**config.mk**
```make
export PLATFORM = sky130hd
export DESIGN_NAME = rtr_port_driver
export DESIGN_NICKNAME = d
export VERILOG_FILES = /design/src/rtl/rtr_port_driver_pkg.sv /design/src/rtl/rtr_pkt_fifo.sv /design/src/rtl/rtr_port_driver.sv
export SDC_FILE = /design/constraint.sdc
export NUM_CORES = 1
export LEC_CHECK = 0
export ABC_AREA = 1
export CAP_MARGIN = 25
export CORE_MARGIN = 5
export CORE_UTILIZATION = 25
export CTS_CLUSTER_SIZE = 14
export DETAILED_ROUTE_END_ITERATION = 12
export GPL_TIMING_DRIVEN = 0
export PLACE_DENSITY = 0.41
export SKIP_LAST_GASP = 1
export SYNTH_ARGS = -nofsm -noshare
export SYNTH_HDL_FRONTEND = slang
export SYNTH_SLANG_ARGS = --single-unit
```
**constraint.sdc**
```tcl
create_clock -name clock -period 2.9 [get_ports clock]
set_input_delay 0.29 -clock clock [delete_from_list [all_inputs] [get_ports clock]]
set_output_delay 0.29 -clock clock [all_outputs]
set_load 0.05 [all_outputs]
```
**src/rtl/rtr_port_driver_pkg.sv**
```systemverilog
// Shared types and frame geometry for the router port driver.
package rtr_port_driver_pkg;

   localparam int unsigned ADDR_BITS    = 4;
   localparam int unsigned PAYLOAD_BITS = 32;
   localparam int unsigned FRAME_BITS   = ADDR_BITS + PAYLOAD_BITS;

   typedef enum logic [1:0] {
      StIdle,
      StAddr,
      StData,
      StGap
   } tx_state_e;

endpackage

```
**src/rtl/rtr_pkt_fifo.sv**
```systemverilog
// Packet buffer with registered full/empty flags; same-cycle push and pop allowed.
module rtr_pkt_fifo #(
   parameter int unsigned DEPTH = 4,
   parameter int unsigned WIDTH = 36
) (
   input  logic             clock,
   input  logic             reset_n,
   input  logic             push_i,
   input  logic [WIDTH-1:0] wdata_i,
   input  logic             pop_i,
   output logic [WIDTH-1:0] rdata_o,
   output logic             full_o,
   output logic             empty_o
);

   localparam int unsigned PtrW = $clog2(DEPTH);
   localparam int unsigned CntW = $clog2(DEPTH) + 1;

   logic [WIDTH-1:0] mem_q [DEPTH];
   logic [PtrW-1:0]  wr_ptr_q, wr_ptr_d, rd_ptr_q, rd_ptr_d;
   logic [CntW-1:0]  count_q, count_d;
   logic             full_q, full_d, empty_q, empty_d;
   logic             do_push, do_pop;

   // Gating on the registered flags means a full FIFO never accepts, even alongside a pop.
   assign do_push = push_i & ~full_q;
   assign do_pop  = pop_i & ~empty_q;

   always_comb begin
      wr_ptr_d = wr_ptr_q;
      rd_ptr_d = rd_ptr_q;
      count_d  = count_q;
      if (do_push) wr_ptr_d = wr_ptr_q + PtrW'(1);
      if (do_pop)  rd_ptr_d = rd_ptr_q + PtrW'(1);
      if (do_push && !do_pop)      count_d = count_q + CntW'(1);
      else if (do_pop && !do_push) count_d = count_q - CntW'(1);
      full_d  = (count_d == CntW'(DEPTH));
      empty_d = (count_d == '0);
   end

   always_ff @(posedge clock or negedge reset_n) begin
      if (!reset_n) begin
         wr_ptr_q <= '0;
         rd_ptr_q <= '0;
         count_q  <= '0;
         full_q   <= 1'b0;
         empty_q  <= 1'b1;
      end else begin
         wr_ptr_q <= wr_ptr_d;
         rd_ptr_q <= rd_ptr_d;
         count_q  <= count_d;
         full_q   <= full_d;
         empty_q  <= empty_d;
      end
   end

   always_ff @(posedge clock) begin
      if (do_push) mem_q[wr_ptr_q] <= wdata_i;
   end

   assign rdata_o = mem_q[rd_ptr_q];
   assign full_o  = full_q;
   assign empty_o = empty_q;

endmodule

```
**src/rtl/rtr_port_driver.sv**
```systemverilog
// Host-side bit-serial transmitter: buffers {addr,payload} packets and emits
// frame_n/valid_n/di frames, LSB first, address before payload.
module rtr_port_driver
   import rtr_port_driver_pkg::*;
#(
   parameter int unsigned DEPTH = 4,
   parameter int unsigned GAP   = 2
) (
   input  logic                    clock,
   input  logic                    reset_n,
   input  logic                    in_valid,
   output logic                    in_ready,
   input  logic [ADDR_BITS-1:0]    in_addr,
   input  logic [PAYLOAD_BITS-1:0] in_payload,
   input  logic                    hold,
   output logic                    frame_n,
   output logic                    valid_n,
   output logic                    di,
   output logic                    busy,
   output logic [15:0]             tx_count
);

   tx_state_e             state_q, state_d;
   logic [FRAME_BITS-1:0] sr_q, sr_d;
   logic [5:0]            bit_cnt_q, bit_cnt_d;
   logic [3:0]            gap_cnt_q, gap_cnt_d;
   logic                  frame_n_q, frame_n_d;
   logic                  valid_n_q, valid_n_d;
   logic                  di_q, di_d;
   logic [15:0]           tx_count_q, tx_count_d;
   logic                  pop;
   logic [FRAME_BITS-1:0] fifo_rdata;
   logic                  fifo_full, fifo_empty;

   rtr_pkt_fifo #(
      .DEPTH (DEPTH),
      .WIDTH (FRAME_BITS)
   ) u_fifo (
      .clock   (clock),
      .reset_n (reset_n),
      .push_i  (in_valid),
      .wdata_i ({in_payload, in_addr}),
      .pop_i   (pop),
      .rdata_o (fifo_rdata),
      .full_o  (fifo_full),
      .empty_o (fifo_empty)
   );

   // bit_cnt_q counts bits already placed on di in the current frame.
   always_comb begin
      state_d    = state_q;
      sr_d       = sr_q;
      bit_cnt_d  = bit_cnt_q;
      gap_cnt_d  = gap_cnt_q;
      frame_n_d  = 1'b1;
      valid_n_d  = 1'b1;
      di_d       = 1'b0;
      tx_count_d = tx_count_q;
      pop        = 1'b0;
      unique case (state_q)
         StIdle: begin
            if (!fifo_empty && !hold) begin
               pop       = 1'b1;
               state_d   = StAddr;
               sr_d      = fifo_rdata >> 1;
               di_d      = fifo_rdata[0];
               frame_n_d = 1'b0;
               bit_cnt_d = 6'd1;
            end
         end
         StAddr, StData: begin
            if (bit_cnt_q == 6'(FRAME_BITS)) begin
               state_d    = StGap;
               gap_cnt_d  = 4'd1;
               tx_count_d = tx_count_q + 16'd1;
            end else begin
               di_d      = sr_q[0];
               sr_d      = sr_q >> 1;
               bit_cnt_d = bit_cnt_q + 6'd1;
               // The last payload bit carries frame_n high as the end-of-frame marker.
               frame_n_d = (bit_cnt_q == 6'(FRAME_BITS - 1));
               valid_n_d = (bit_cnt_q < 6'(ADDR_BITS));
               state_d   = (bit_cnt_q < 6'(ADDR_BITS)) ? StAddr : StData;
            end
         end
         StGap: begin
            if (gap_cnt_q == 4'(GAP)) state_d = StIdle;
            else                      gap_cnt_d = gap_cnt_q + 4'd1;
         end
         default: state_d = StIdle;
      endcase
   end

   always_ff @(posedge clock or negedge reset_n) begin
      if (!reset_n) begin
         state_q    <= StIdle;
         sr_q       <= '0;
         bit_cnt_q  <= '0;
         gap_cnt_q  <= '0;
         frame_n_q  <= 1'b1;
         valid_n_q  <= 1'b1;
         di_q       <= 1'b0;
         tx_count_q <= '0;
      end else begin
         state_q    <= state_d;
         sr_q       <= sr_d;
         bit_cnt_q  <= bit_cnt_d;
         gap_cnt_q  <= gap_cnt_d;
         frame_n_q  <= frame_n_d;
         valid_n_q  <= valid_n_d;
         di_q       <= di_d;
         tx_count_q <= tx_count_d;
      end
   end

   assign in_ready = ~fifo_full;
   assign frame_n  = frame_n_q;
   assign valid_n  = valid_n_q;
   assign di       = di_q;
   assign busy     = (state_q != StIdle);
   assign tx_count = tx_count_q;

endmodule

```
==> reports/qor.yml <==
track_usage_pct: 11.2
wl_per_cell_um: 15.0
timing.final.crit_period_ps: 2420
setup_viol: 0
ys.flop_type: "edfxtp_1"
synth_top_area_share_pct: 45.7
dieArea_um2: 41900
ff2ff_path_depth: 10
ys_types: 35
synth_top_family_by_area: "simple AND/OR/NAND/NOR gates"
hold_class: "primary input to async pin"
yosysSeqAreaShare_pct: 65.5
grt_pass1_wl_um: 37100
synth_top_area_cell: "edfxtp_1"
yosys.area_share.simple_pct: 25.7
drtIter0Drc: 298
clk-insertion-delay-late_ps: 540
syn_avg_cell_area_um2: 10.2
fin_tns_setup_ps: 0
fin_nets: 1079
synth_compound_area_share_pct: 1.52
routed-via-count: 6471
synthCells: 931
period_share_pct: 83.6
synth_edf_count: 144
drc: 0
p_leak_nw: 4.81
crit_chain: "inv_1, ha_1, inv_1, clkdlybuf4s50_1"
cts_setup_buffers: 0
ys_ff_latch: 219
crit_path_frequent_cell: "inv_1"
coreArea_um2: 37500
avgViaCountPerCell: 4.16
place_congestion: 0.746
htree_levels: 1
ioPinCount: 61
startpoint: "state_q[0]$_DFFE_PN0P_"
path_buf_inv: 3
path_depth: 4
path_max_fanout: 5
syn_nets: 985
fin_util_pct: 31.2
yosysWarnings: 0
post-place-ws_ps: 637
max-vdd-ir-drop_mv: 0.550
fin_skew_ps: 18.0
place.detailed.hpwl_um: 15500
clockBufferDepth: 3
hold_viol: 0
synth_mux_area_share_pct: 0
synth-async-reset-ratio_pct: 34.2
numCtsBuffers: 26
cts_tree: "done"
area_delta_synth_final_pct: 23.7
clk_pin_slew_ps: 60
synthesis.area_um2: 9470
cp_slowest_cell: "clkdlybuf4s50_1"
final_layout_size_suffix_gt1_share_pct: 8.42
endpoint_kind: "primary output"
synth_xor_area_share_pct: 1.39
diodes: 0
drv_slew: 0
path_class: "flip-flop to primary output"
cp.required_ps: 2610
yosysMostFrequentCell: "nand2_1"
crit_arrival_ps: 2130
synth.top_cells.by_count: "389 x nand2_1, 144 x edfxtp_1, 121 x nand3_1"
critPathTopFamily: "buffers and inverters"
p_per_area_nw_per_um2: 1070
dieHeight_um: 205
r2r_slack_ps: 990
route.antenna.remaining_nets: 0
cts_sinks: 219
start_util_pct: 25.3
drt_wl_total_um: 23300
power_mw: 12.5
cts_repair_resize_count: 0
io_buffers: 60
worstSetupStartpointType: "flip-flop"
ys_top_cells_by_area: "edfxtp_1 46%, dfrtp_1 19%, nand2_1 15%"
die-width_um: 205
yosys.area_share.adder_pct: 1.85
setup_ws_ps: 476
max_slew_margin_pct: 48.6
r2r-start: "state_q[0]$_DFFE_PN0P_"
cts-root-buf: "clkbuf_16"
tightest_slew_ps: 769
drtPass1Iterations: 5
fmax_mhz: 412
reg2reg_to: "sr_q[20]$_DFFE_PN0P_"
nFillCells: 3957
gr-total-overflow: 0
antenna_found_initial: 0
rsz0062_at_grt: "false"
grt_pass1_vias: 6398
crit_path_max_incr_delay_ps: 800
grt_max_degree: 43
num_rows: 71
outcome: "finished, final reports clean"
whs_ps: 268
max_cap_viol_count: 0
[sequential cells by signal, summed over array words and instances (netlist names)]
| signal | cells |
|---|---|
| di | 1 |
| u_fifo.full_o | 1 |
| state_q | 2 |
| tx_count | 16 |
| frame_n | 1 |
| u_fifo.count_q | 3 |
| bit_cnt_q | 6 |
| u_fifo.wr_ptr_q | 2 |
| valid_n | 1 |
| sr_q | 35 |
| u_fifo.mem_q | 144 |
| gap_cnt_q | 4 |
| u_fifo.rd_ptr_q | 2 |
| u_fifo.empty_o | 1 |
[how the worst max path moves through the flow]
stage and endpoint:
5_1_grt busy, 6_report busy, 4_1_cts busy, 2_1_floorplan u_fifo.mem_q[0][0]$_DFFE_PP_
3_3_place_gp sr_q[15]$_DFFE_PN0P_, 3_5_place_dp u_fifo.mem_q[3][15]$_DFFE_PP_
[metrics by stage]
stage	cell area, µm²	cells
2_1_floorplan	9470	931
3_3_place_gp	10700	1502
3_5_place_dp	10900	1507
4_1_cts	11700	1556
5_1_grt	11700	1556
6_report	11700	1556
[layout by cell type (no fill, tap or decap), drive strengths merged]
cell type / count
nand2: 395
edfxtp: 144
nand3: 122
dfrtp: 72
clkdlybuf4s50: 59
clkbuf: 53
inv: 43
nor2: 41
buf: 29
o21ai: 23
ha: 14
xor2: 10
clkinv: 10
nor3: 7
xnor2: 5
nand3b: 4
a21oi: 3
dfstp: 3
nand4: 2
bufinv: 2
or2: 1
o31ai: 1
o22ai: 1
dlygate4sd3: 1
[report_power, final]
part | internal (mW) | leakage (nW) | switching, mW | total (mW)
sequential | 4.20 | 2.29 | 0.267 | 4.46
clock | 1.93 | 0.414 | 1.29 | 3.22
combinational | 1.52 | 2.11 | 3.34 | 4.86
[logic make-up after synthesis]
family	count (synthesis)
compound gates	28
xor+xnor	15
fa+ha+maj	14
buf+inv	83
flops	219
simple gates	572
[final cells by class]
class	count	area, µm²	share of cell area [%]
inverter	44	168	1.43
buffer	39	214	1.83
multi-input combinational	629	2910	24.9
tap	511	639	5.46
sequential	219	6200	53.0
clock inverter	11	123	1.05
timing repair buffer	66	723	6.17
clock buffer	37	732	6.25
[metal layers]
metal,wire [µm],global-route usage (%)
met1,10900,15.1
met2,11000,18.8
met3,943,1.99
met4,499,2.82
met5,0,0
[timing repair]
action / in CTS / in global routing
hold endpoints to repair: 30 / 0
endpoints found under the setup margin: 0 / 0
hold buffers: 1 / 0
(Power assumes the default switching activity.)
